`src/rtl/uart_tx_rr_scheduler.sv`:
```
// Round-robin arbiter feeding a single UART transmitter.
// One granted byte is serialized as start, data LSB-first, optional parity, stop bit(s).
module uart_tx_rr_scheduler #(
    parameter int NUM_REQ    = 4,
    parameter int DATA_W     = 8,
    parameter int PARITY_EN  = 0,
    parameter int PARITY_ODD = 0,
    parameter int STOP_BITS  = 1
) (
    input  logic                        clk,
    input  logic                        rst_n,
    input  logic                        baud_tick,
    input  logic [NUM_REQ-1:0]          req_valid,
    input  logic [NUM_REQ*DATA_W-1:0]   req_data,
    output logic [NUM_REQ-1:0]          req_ready,
    output logic                        tx,
    output logic                        busy,
    output logic [$clog2(NUM_REQ)-1:0]  grant_id,
    output logic                        frame_done
);
    localparam int PTR_W = $clog2(NUM_REQ);
    localparam int CNT_W = $clog2(DATA_W);

    typedef enum logic [2:0] {IDLE, SYNC, START, DATA, PARITY, STOP} state_e;

    state_e                           state_q, state_d;
    logic                             tx_q, tx_d;
    logic                             done_q, done_d;
    logic [PTR_W-1:0]                 last_q, last_d;
    logic [PTR_W-1:0]                 grant_q, grant_d;
    logic [DATA_W-1:0]                data_q, data_d;
    logic [DATA_W-1:0]                shift_q, shift_d;
    logic [CNT_W-1:0]                 bit_cnt_q, bit_cnt_d;
    logic                             stop_cnt_q, stop_cnt_d;

    logic [NUM_REQ-1:0][DATA_W-1:0]   req_data_a;
    logic [PTR_W-1:0]                 win;
    logic                             found;
    logic                             par;

    assign req_data_a = req_data;
    assign par        = (PARITY_ODD != 0) ? ~^data_q : ^data_q;

    // Walk candidates from farthest to nearest after last_q so the nearest valid one wins.
    always_comb begin
        win   = '0;
        found = |req_valid;
        for (int k = NUM_REQ; k >= 1; k--) begin
            if (req_valid[PTR_W'((int'(last_q) + k) % NUM_REQ)])
                win = PTR_W'((int'(last_q) + k) % NUM_REQ);
        end
    end

    always_ff @(posedge clk or negedge rst_n) begin
        if (!rst_n) begin
            state_q    <= IDLE;
            tx_q       <= 1'b1;
            done_q     <= 1'b0;
            last_q     <= PTR_W'(NUM_REQ - 1);
            grant_q    <= '0;
            data_q     <= '0;
            shift_q    <= '0;
            bit_cnt_q  <= '0;
            stop_cnt_q <= 1'b0;
        end else begin
            state_q    <= state_d;
            tx_q       <= tx_d;
            done_q     <= done_d;
            last_q     <= last_d;
            grant_q    <= grant_d;
            data_q     <= data_d;
            shift_q    <= shift_d;
            bit_cnt_q  <= bit_cnt_d;
            stop_cnt_q <= stop_cnt_d;
        end
    end

    always_comb begin
        state_d    = state_q;
        tx_d       = tx_q;
        done_d     = 1'b0;
        last_d     = last_q;
        grant_d    = grant_q;
        data_d     = data_q;
        shift_d    = shift_q;
        bit_cnt_d  = bit_cnt_q;
        stop_cnt_d = stop_cnt_q;
        case (state_q)
            IDLE: begin
                tx_d = 1'b1;
                if (found) begin
                    data_d  = req_data_a[win];
                    grant_d = win;
                    last_d  = win;
                    state_d = SYNC;
                end
            end
            SYNC: if (baud_tick) begin
                tx_d    = 1'b0;
                state_d = START;
            end
            START: if (baud_tick) begin
                tx_d      = data_q[0];
                shift_d   = data_q >> 1;
                bit_cnt_d = '0;
                state_d   = DATA;
            end
            DATA: if (baud_tick) begin
                if (bit_cnt_q < CNT_W'(DATA_W - 1)) begin
                    tx_d      = shift_q[0];
                    shift_d   = shift_q >> 1;
                    bit_cnt_d = bit_cnt_q + 1'b1;
                end else if (PARITY_EN != 0) begin
                    tx_d    = par;
                    state_d = PARITY;
                end else begin
                    tx_d       = 1'b1;
                    stop_cnt_d = 1'b0;
                    state_d    = STOP;
                end
            end
            PARITY: if (baud_tick) begin
                tx_d       = 1'b1;
                stop_cnt_d = 1'b0;
                state_d    = STOP;
            end
            STOP: if (baud_tick) begin
                if (stop_cnt_q == 1'(STOP_BITS - 1)) begin
                    done_d  = 1'b1;
                    state_d = IDLE;
                end else begin
                    stop_cnt_d = 1'b1;
                end
            end
            default: state_d = IDLE;
        endcase
    end

    always_comb begin
        busy      = (state_q != IDLE);
        req_ready = '0;
        if (state_q == IDLE && found)
            req_ready = NUM_REQ'(1) << win;
    end

    assign tx         = tx_q;
    assign grant_id   = grant_q;
    assign frame_done = done_q;
endmodule

```
`config.mk`:
```
export PLATFORM = sky130hd
export DESIGN_NAME = uart_tx_rr_scheduler
export DESIGN_NICKNAME = d
export VERILOG_FILES = /design/src/rtl/uart_tx_rr_scheduler.sv
export SDC_FILE = /design/constraint.sdc
export NUM_CORES = 1
export LEC_CHECK = 0
export BUFFER_PORTS_ARGS = -buffer_cell sky130_fd_sc_hd__buf_4
export CAP_MARGIN = 0
export CORE_MARGIN = 2
export CORE_UTILIZATION = 34
export DETAILED_ROUTE_END_ITERATION = 12
export PLACE_DENSITY = 0.68
export SYNTH_ARGS = -nofsm -noshare
export SYNTH_HDL_FRONTEND = slang
export SYNTH_SLANG_ARGS = --single-unit
```
`constraint.sdc`:
```
create_clock -name clk -period 2.87 [get_ports clk]
set_input_delay 0.861 -clock clk [delete_from_list [all_inputs] [get_ports clk]]
set_output_delay 0.861 -clock clk [all_outputs]
set_load 0.05 [all_outputs]
```
==> results of run 1 <==
report_power, final:
| part | switching [mW] | internal, mW |
|---|---|---|
| Clock | 0.110 | 0.0992 |
| Sequential | 0.141 | 0.561 |
| Combinational | 0.502 | 0.439 |
cells by family (layout without fill, tap and decap cells):
group | after synthesis | after routing | share of synthesized area (%)
flip-flops | 27 | 27 | 40.16
multiplexers | 23 | 23 | 14.20
AND/OR/NAND/NOR | 71 | 71 | 22.34
adder cells (fa/ha/maj) | 2 | 2 | 1.331
buffers and inverters | 17 | 71 | 6.138
AO/OA/AOI/OAI | 33 | 33 | 15.83
timing repair:
item / in CTS / in global routing
setup endpoints to repair: 3 / 4
setup buffers: 0 / 3
resized for setup: 2 / 5
gates cloned: 0 / 0
pin swaps: 0 / 1
cells in the mapped netlist (2+ instances only):
cell and number:
a22oi_1 2, buf_4 2, clkbuf_1 2, nor3_1 2
dfrtp_1 24, nor2_1 14, o21ai_0 10, dfstp_2 3
inv_1 4, mux2i_1 15, nand3_1 11, o211ai_2 6
a21oi_1 2, o211ai_1 2, buf_2 7, a32o_1 2
nand3b_1 2, mux2_1 7, nand2_1 22, nor2b_1 3
nand2b_1 5, o21ai_1 2, nand3_2 7
sequential cells by signal, indices dropped and copies added (netlist names):
register	count
bit_cnt_q	3
data_q	8
frame_done	1
grant_id	2
last_q	2
shift_q	7
state_q	3
tx	1
final timing paths:
path	from	slack (ps)	depth (start not counted)	end
worst max-delay path	req_valid[0]	40	6	req_ready[1]
worst min-delay path	rst_n	490	1	shift_q[2]
worst max register to register	last_q[1]	860	7	data_q[7]
worst min register to register	shift_q[3]	490	2	shift_q[3]
max in group asynchronous	rst_n	2070	1	last_q[0]
min in group clk	shift_q[3]	490	2	shift_q[3]
worst reg2reg max path, delay by kind of cell (launching register included):
kind            cells  cell delay (ps)
compound gates      3              470
simple gates        1              120
flops               1              600
buf+inv             2              380
mux                 1              370
metrics by stage:
step,cells,setup TNS (ps),cell area (µm²),utilization (%),hold WS [ps]
after floorplan,173,-84.90,1709,-,444.7
after global placement,287,-99.38,2161,45.45,467.2
after detailed placement,287,-129.3,2161,45.45,477.8
after CTS,291,-10.16,2218,46.66,499.3
after global routing,294,0,2261,47.55,512.4
final,294,0,2261,47.55,490.8
layer usage:
layer / up-vias / share of wire [%] / global-route usage [%]
met5: - / 0 / 0
met4: 0 / 0.55 / 2.976
met3: 2 / 3.6 / 2.575
met2: 33 / 46 / 21.63
met1: 637 / 50 / 21.14
li1: 721 / - / -
cell type report:
cell class | instances | area (µm²) | area share [%]
inverter | 4 | 15.01 | 0.6641
sequential | 27 | 679.4 | 30.05
multi-input combinational | 129 | 949.7 | 42.00
tap | 67 | 83.83 | 3.708
timing repair buffer | 63 | 488.0 | 21.58
clock buffer | 4 | 45.04 | 1.992
layout by cell type, fill, tap and decap left out, types with 3 or more instances in the layout:
cell type	n
buf_4	59
dfrtp_1	24
nand2_1	21
mux2i_1	15
nor2_1	12
nand3_1	11
o21ai_0	10
nand3_2	7
mux2_1	7
o211ai_2	6
nand2b_1	4
inv_1	4
buf_6	4
clkbuf_8	3
dfstp_2	3
==> reports/results.ini, run 1 <==
[die]
initial_core_util_pct = 35.58
rows = 25
dieArea_um2 = 5555
dieWidth_um = 74.54
core_area_um2 = 4755
ioPinCount = 48
die_h_um = 74.54

[global_route]
grt_overflow = 0
globalRouteTotalUtil_pct = 14.19
grt_max_degree = 28
grt_pass1_wl_um = 6189
antenna_found_initial = 0
grt_pass1_vias = 1350

[worst_setup_path]
path_cells = buf_4 -> or4_4 -> and2_4 -> nand2b_4 -> nor2b_4 -> buf_6
crit_slowest_cell = or4_4
cp_top_family = simple AND/OR/NAND/NOR gates
critical_path.max_fanout = 4
critPathArrivalTime_ps = 1970
crit_type = input pin to output port
crit_required_ps = 2010
worst_path_largest_cell_delay_ps = 530
critPathCaptureType = output port
start_kind = input pin
cp_num_buf_inv = 2

[clocking]
clock-root-buffer = clkbuf_8
cts_tree = done
cts_max_level = 1
insertion_delay_ps = 260
path_clk_slew_ps = 90
cts.sinks = 27
cts_buffers = 3
ctsHoldBuffers = 0
clock_path_buffers = 2

[status]
status = completed

[placed_design]
routabilityCongestion = 0.7353
dpl.hpwl_um = 2785
detailedPlace.worstSlack_ps = -83.22
io_buffers = 47

[finish]
antennaDiodeCount = 0
fill_cells = 480
final_nets = 268
drive_above_1_share_pct = 41.41
area_growth_pct = 33.65

[timing]
worst_slew_pin_slew_ps = 461.1
final_max_slew_viol_count = 0
min_period_ps = 2834
rsz0062_at_grt = false
setup_violations = 0
skew_ps = 2.510
final_hold_viol_count = 0
clock.fmax_mhz = 352.9
finalCritPeriodShare_pct = 98.74
setup_ws_ps = 36.06
relSlewSlack_pct = 69.17

[route]
ant_nets = 0
wl_per_cell_um = 12.29
totalWireLength_um = 3612
dr.pass1.iters = 4
drc = 0
drtIter0Drc = 60
vias_per_cell = 4.738
vias = 1393

[synth]
synth_edf_count = 0
avgSynthCellArea_um2 = 9.778
syn_inst = 173
seq_area_frac_synth_pct = 40.16
yosysWarnings = 0
yosysTopAreaCell = dfrtp_1
ys.flop_type = dfrtp_1
synth-async-reset-ratio_pct = 100.0
ys_top_cells_by_area = dfrtp_1 36%, mux2i_1 8.9%, nand2_1 4.9%
synth_top_area_share_pct = 35.50
ys_ff_latch = 27
synth_cell_types = 40
synth_nets = 213
syn_area_um2 = 1692

[pwr]
power_leakage_nw = 1.009
ir_drop_uv = 523.7
totalPowerFinal_mw = 1.852
power.density_nw_per_um2 = 819.1

[run]
drv_cap = 0

[hold_path]
min-delay-path-class = input pin to async pin

Note: power is estimated with default switching activity, not from simulation.
==> run 2: changes to the inputs <==
--- a/config.mk
+++ b/config.mk
@@ -10,7 +10,7 @@
 export CORE_MARGIN = 2
 export CORE_UTILIZATION = 34
 export DETAILED_ROUTE_END_ITERATION = 12
-export PLACE_DENSITY = 0.68
+export PLACE_DENSITY_LB_ADDON = 0.05
 export SYNTH_ARGS = -nofsm -noshare
 export SYNTH_HDL_FRONTEND = slang
 export SYNTH_SLANG_ARGS = --single-unit
==> reports/results.ini, run 2 (synthesized netlist as in run 1, its figures left out) <==
[pwr]
power.density_nw_per_um2 = 829.7  ; +1.3%
ir_drop_uv = 260.0  ; -50%
power_leakage_nw = 1.005  ; -0.38%
totalPowerFinal_mw = 1.875  ; +1.2%

[finish]
drive_above_1_share_pct = 41.85  ; +0.44 points
fin_cells = 294  ; unchanged
layout_commonest_cell = buf_4
area_growth_pct = 33.58  ; about the same
fill_cells = 449  ; -6.5%
final_nets = 268  ; unchanged
largest_register_ffs = 8  ; unchanged
largest_register = data_q
reg_top3 = data_q x8, shift_q x7
final_area_um2 = 2260  ; about the same
utilization_pct = 47.53  ; about the same
most-common-layout-cells = 59 x buf_4, 24 x dfrtp_1, 21 x nand2_1
antennaDiodeCount = 0  ; unchanged

[die]
rows = 25  ; unchanged
core_area_um2 = 4755  ; unchanged
ioPinCount = 48  ; unchanged
dieArea_um2 = 5555  ; unchanged
dieWidth_um = 74.54  ; unchanged
initial_core_util_pct = 35.58  ; unchanged
die_h_um = 74.54  ; unchanged

[route]
ant_nets = 0  ; unchanged
dr.pass1.iters = 4  ; unchanged
drtIter0Drc = 88  ; +47%
totalWireLength_um = 4017  ; +11%
drc = 0  ; unchanged
wl_per_cell_um = 13.66  ; +11%
vias = 1473  ; +5.7%
vias_per_cell = 5.010  ; +5.7%

[worst_setup_path]
r2r_setup_slack_ps = 790  ; -70 ps
reg2regPathDepth = 7  ; unchanged
crit_required_ps = 2010  ; about the same
critPathArrivalTime_ps = 1960  ; about the same
start_kind = input pin
critical_path.max_fanout = 3  ; -1
critPathCaptureType = output port
crit_type = input pin to output port

[status]
status = completed

[clocking]
cts_max_level = 1  ; unchanged
cts_buffers = 3  ; unchanged
ctsHoldBuffers = 0  ; unchanged
clock_path_buffers = 2  ; unchanged
clock-root-buffer = clkbuf_8
cts_tree = done
path_clk_slew_ps = 100  ; about the same
cts.sinks = 27  ; unchanged
insertion_delay_ps = 270  ; about the same

[global_route]
antenna_found_initial = 0  ; unchanged
grt_max_degree = 28  ; unchanged
use_met3_pct = 2.304  ; -0.27 points
grt_pass1_wl_um = 6499  ; +5.0%
grt_pass1_vias = 1424  ; +5.5%
grt_util_met2_pct = 25.86  ; +4.2 points
globalRouteTotalUtil_pct = 15.46  ; +1.3 points
busiest_layer = met2
grt_overflow = 0  ; unchanged
met1_usage_pct = 20.19  ; -0.95 points

[placed_design]
dpl.hpwl_um = 3175  ; +14%
routabilityCongestion = 0.7021  ; -4.5%
dp.cells = 287  ; unchanged
detailedPlace.worstSlack_ps = -75.34  ; +7.876 ps
place_area_um2 = 2161  ; unchanged
io_buffers = 47  ; unchanged

[timing]
setup_tns_ps = 0  ; unchanged
min_period_ps = 2824  ; -9.771 ps
clock.fmax_mhz = 354.1  ; +0.35%
worst_hold_slack_ps = 480.1  ; -10.71 ps
setup_violations = 0  ; unchanged
worst_slew_pin_slew_ps = 475.2  ; +14.10 ps
rsz0062_at_grt = false
final_hold_viol_count = 0  ; unchanged
skew_ps = 2.067  ; -0.4428 ps
relSlewSlack_pct = 68.23  ; -0.94 points
finalCritPeriodShare_pct = 98.40  ; -0.34 points
setup_ws_ps = 45.83  ; +9.771 ps
final_max_slew_viol_count = 0  ; unchanged

[run]
drv_cap = 0  ; unchanged

[hold_path]
min-delay-path-class = input pin to async pin

==> run 2: cell type report <==
| class | count | area, µm² | share of cell area [%] |
|---|---|---|---|
| multi-input cells | 129 | 944.7 | 41.81 |
| flip-flops and latches | 27 | 679.4 | 30.07 |
| clock inverters | 1 | 7.507 | 0.3322 |
| well taps | 67 | 83.83 | 3.710 |
| inverters | 4 | 15.01 | 0.6645 |
| repair buffers | 63 | 488.0 | 21.59 |
| clock buffers | 3 | 41.29 | 1.827 |
==> run 2: power by group <==
| group | internal, mW | switching, mW | total (mW) |
|---|---|---|---|
| clock | 0.0985 | 0.123 | 0.221 |
| combinational | 0.431 | 0.518 | 0.950 |
| sequential | 0.560 | 0.144 | 0.704 |
==> run 2: what timing repair did <==
| action | 4_1_cts | 5_1_grt |
|---|---|---|
| resized for setup | 2 | 4 |
| pin swaps | 0 | 2 |
| cloned | 0 | 0 |
| setup buffers | 1 | 2 |
| endpoints found under the setup margin | 4 | 4 |
==> run 2: worst max-delay path, cell delays in order <==
cell      delay, ps
buf_4           120
or4_4           530
and2_4          180
nand2b_4         80
nor2b_2          50
buf_6           150
==> run 2: path summary, 6_finish.rpt <==
| kind | from | to |
|---|---|---|
| worst min-delay path | rst_n | frame_done |
| worst min register to register | shift_q[4] | shift_q[4] |
| worst max-delay path | req_valid[1] | req_ready[1] |
| worst max register to register | last_q[1] | data_q[4] |
| min in group clk | shift_q[4] | shift_q[4] |
| max in group asynchronous | rst_n | last_q[0] |
==> run 2: metal layers <==
layer,vias to the layer above,part of all wire (%)
li1,724,-
met1,704,43
met2,41,51
met3,4,4.6
met4,0,1.2
met5,-,0
==> run 3: changes to the inputs <==
--- a/config.mk
+++ b/config.mk
@@ -7,8 +7,10 @@
 export LEC_CHECK = 0
 export BUFFER_PORTS_ARGS = -buffer_cell sky130_fd_sc_hd__buf_4
 export CAP_MARGIN = 0
+export CELL_PAD_IN_SITES_DETAIL_PLACEMENT = 1
+export CELL_PAD_IN_SITES_GLOBAL_PLACEMENT = 2
 export CORE_MARGIN = 2
-export CORE_UTILIZATION = 34
+export CORE_UTILIZATION = 28
 export DETAILED_ROUTE_END_ITERATION = 12
 export PLACE_DENSITY_LB_ADDON = 0.05
 export SYNTH_ARGS = -nofsm -noshare
==> reports/results.ini, run 3 (synthesized netlist as in run 1, its figures left out) <==
[status]
status = completed

[route]
dr.pass1.iters = 4  ; unchanged
vias = 1433  ; -2.7%
drtIter0Drc = 28  ; -68%
ant_nets = 0  ; unchanged
wl_per_cell_um = 14.49  ; +6.1%
drc = 0  ; unchanged
vias_per_cell = 4.793  ; -4.3%
totalWireLength_um = 4333  ; +7.9%

[timing]
setup_tns_ps = 0  ; unchanged
final_hold_viol_count = 0  ; unchanged
worst_hold_slack_ps = 477.5  ; -2.607 ps
min_period_ps = 2829  ; +5.230 ps
setup_violations = 0  ; unchanged
finalCritPeriodShare_pct = 98.59  ; +0.18 points
final_max_slew_viol_count = 0  ; unchanged
clock.fmax_mhz = 353.4  ; -0.18%
setup_ws_ps = 40.60  ; -5.230 ps
skew_ps = 6.690  ; +4.623 ps
worst_slew_pin_slew_ps = 498.3  ; +23.12 ps
rsz0062_at_grt = false
relSlewSlack_pct = 66.68  ; -1.5 points

[die]
rows = 28  ; +12%
dieWidth_um = 81.73  ; +9.6%
dieArea_um2 = 6679  ; +20%
die_h_um = 81.73  ; +9.6%
initial_core_util_pct = 28.74  ; -6.8 points
ioPinCount = 48  ; unchanged
core_area_um2 = 5886  ; +24%

[hold_path]
min-delay-path-class = input pin to async pin

[run]
drv_cap = 0  ; unchanged

[worst_setup_path]
setup.worst_path.start = req_valid[0]
cp_top_family = simple AND/OR/NAND/NOR gates
cp_num_buf_inv = 2  ; unchanged
worst_path_largest_cell_delay_ps = 530  ; about the same
critical_path.max_fanout = 4  ; +1
critPathArrivalTime_ps = 1970  ; about the same
critPathCaptureType = output port
timing.rr.start = state_q[2]
crit_required_ps = 2010  ; about the same
path_cells = buf_4 -> or4_4 -> and2_4 -> nand2b_4 -> nor2_2 -> buf_6
start_kind = input pin
crit_type = input pin to output port
crit_slowest_cell = or4_4

[placed_design]
io_buffers = 47  ; unchanged
routabilityCongestion = 0.7301  ; +4.0%
dpl.hpwl_um = 3521  ; +11%
place_area_um2 = 2171  ; +0.46%
detailedPlace.worstSlack_ps = -55.76  ; +19.58 ps

[clocking]
clock-root-buffer = clkbuf_8
cts.sinks = 27  ; unchanged
ctsHoldBuffers = 0  ; unchanged
insertion_delay_ps = 270  ; about the same
path_clk_slew_ps = 90  ; about the same
cts_buffers = 3  ; unchanged
clock_path_buffers = 2  ; unchanged
cts_tree = done
cts_max_level = 1  ; unchanged

[finish]
layout_commonest_cell = buf_4
antennaDiodeCount = 0  ; unchanged
fill_cells = 695  ; +55%
final_area_um2 = 2243  ; -0.72%
final_nets = 265  ; -1.1%
area_growth_pct = 32.62
largest_register = data_q
reg_top3 = data_q x8, shift_q x7
drive_above_1_share_pct = 40.63  ; -1.2 points
most-common-layout-cells = 56 x buf_4, 24 x dfrtp_1, 21 x nand2_1
largest_register_ffs = 8  ; unchanged

[pwr]
power_leakage_nw = 0.9910  ; -1.4%
power.density_nw_per_um2 = 836.6  ; +0.83%
ir_drop_uv = 268.6  ; +3.3%

[global_route]
grt_pass1_wl_um = 7182  ; +11%
grt_max_degree = 28  ; unchanged
antenna_found_initial = 0  ; unchanged
grt_pass1_vias = 1540  ; +8.1%
grt_overflow = 0  ; unchanged
globalRouteTotalUtil_pct = 13.73  ; -1.7 points

run 3: cell count changes in the layout (fill, tap and decap cells not counted), sizes merged:
cell / delta
buf: -3
clkbuf: +1
clkinvlp: -1
run 3: worst register-to-register path, cell delays in order, from the launching register on:
cell and delay (ps):
dfrtp_1 490, nand3b_1 490, nor2_1 330, and2_1 200
o21ai_0 90, a22o_1 250
run 3: worst paths after layout:
kind | to | slack, ps | cells past startpoint
max | req_ready[0] | 40 | 6
min | state_q[2] | 480 | 1
max reg2reg | bit_cnt_q[2] | 930 | 5
min reg2reg | shift_q[4] | 480 | 2
max in group asynchronous | last_q[1] | 2090 | 1
min in group clk | shift_q[4] | 480 | 2
run 3: what timing repair did:
action                                  in CTS  in global routing
endpoints found under the setup margin       4                  3
setup buffers                                0                  0
endpoints found under the hold margin        0                  0
gates cloned                                 0                  0
gates resized for setup                      3                  3
run 3: routing by layer:
metal	global-route usage (%)	wire [µm]	vias to the layer above	share of wire (%)
li1	-	-	715	-
met1	18.35	2041	670	47
met2	22.44	2016	42	47
met3	2.747	228	6	5.3
met4	4.000	46	0	1.1
met5	0	0	-	0
run 3: area by class of cell:
class / instances / area [µm²] / share of cell area (%)
inverter: 4 / 15.01 / 0.6693
tap: 75 / 93.84 / 4.183
sequential: 27 / 679.4 / 30.28
multi-input combinational: 129 / 944.7 / 42.11
timing repair buffer: 60 / 465.4 / 20.75
clock buffer: 4 / 45.04 / 2.008
run 3: metrics by stage:
stage | util (%) | power, mW | cells
3_5_place_dp | 36.88 | 1.675 | 295
4_1_cts | 37.93 | 1.906 | 299
6_report | 38.12 | 1.877 | 299
3_3_place_gp | 36.88 | 1.613 | 295
2_1_floorplan | - | 1.392 | 173
5_1_grt | 38.12 | 2.027 | 299
run 3: power breakdown:
part	internal, mW	switching, mW	total [mW]
sequential	0.561	0.133	0.694
clock	0.0994	0.116	0.216
combinational	0.426	0.542	0.967
total	1.09	0.791	1.88
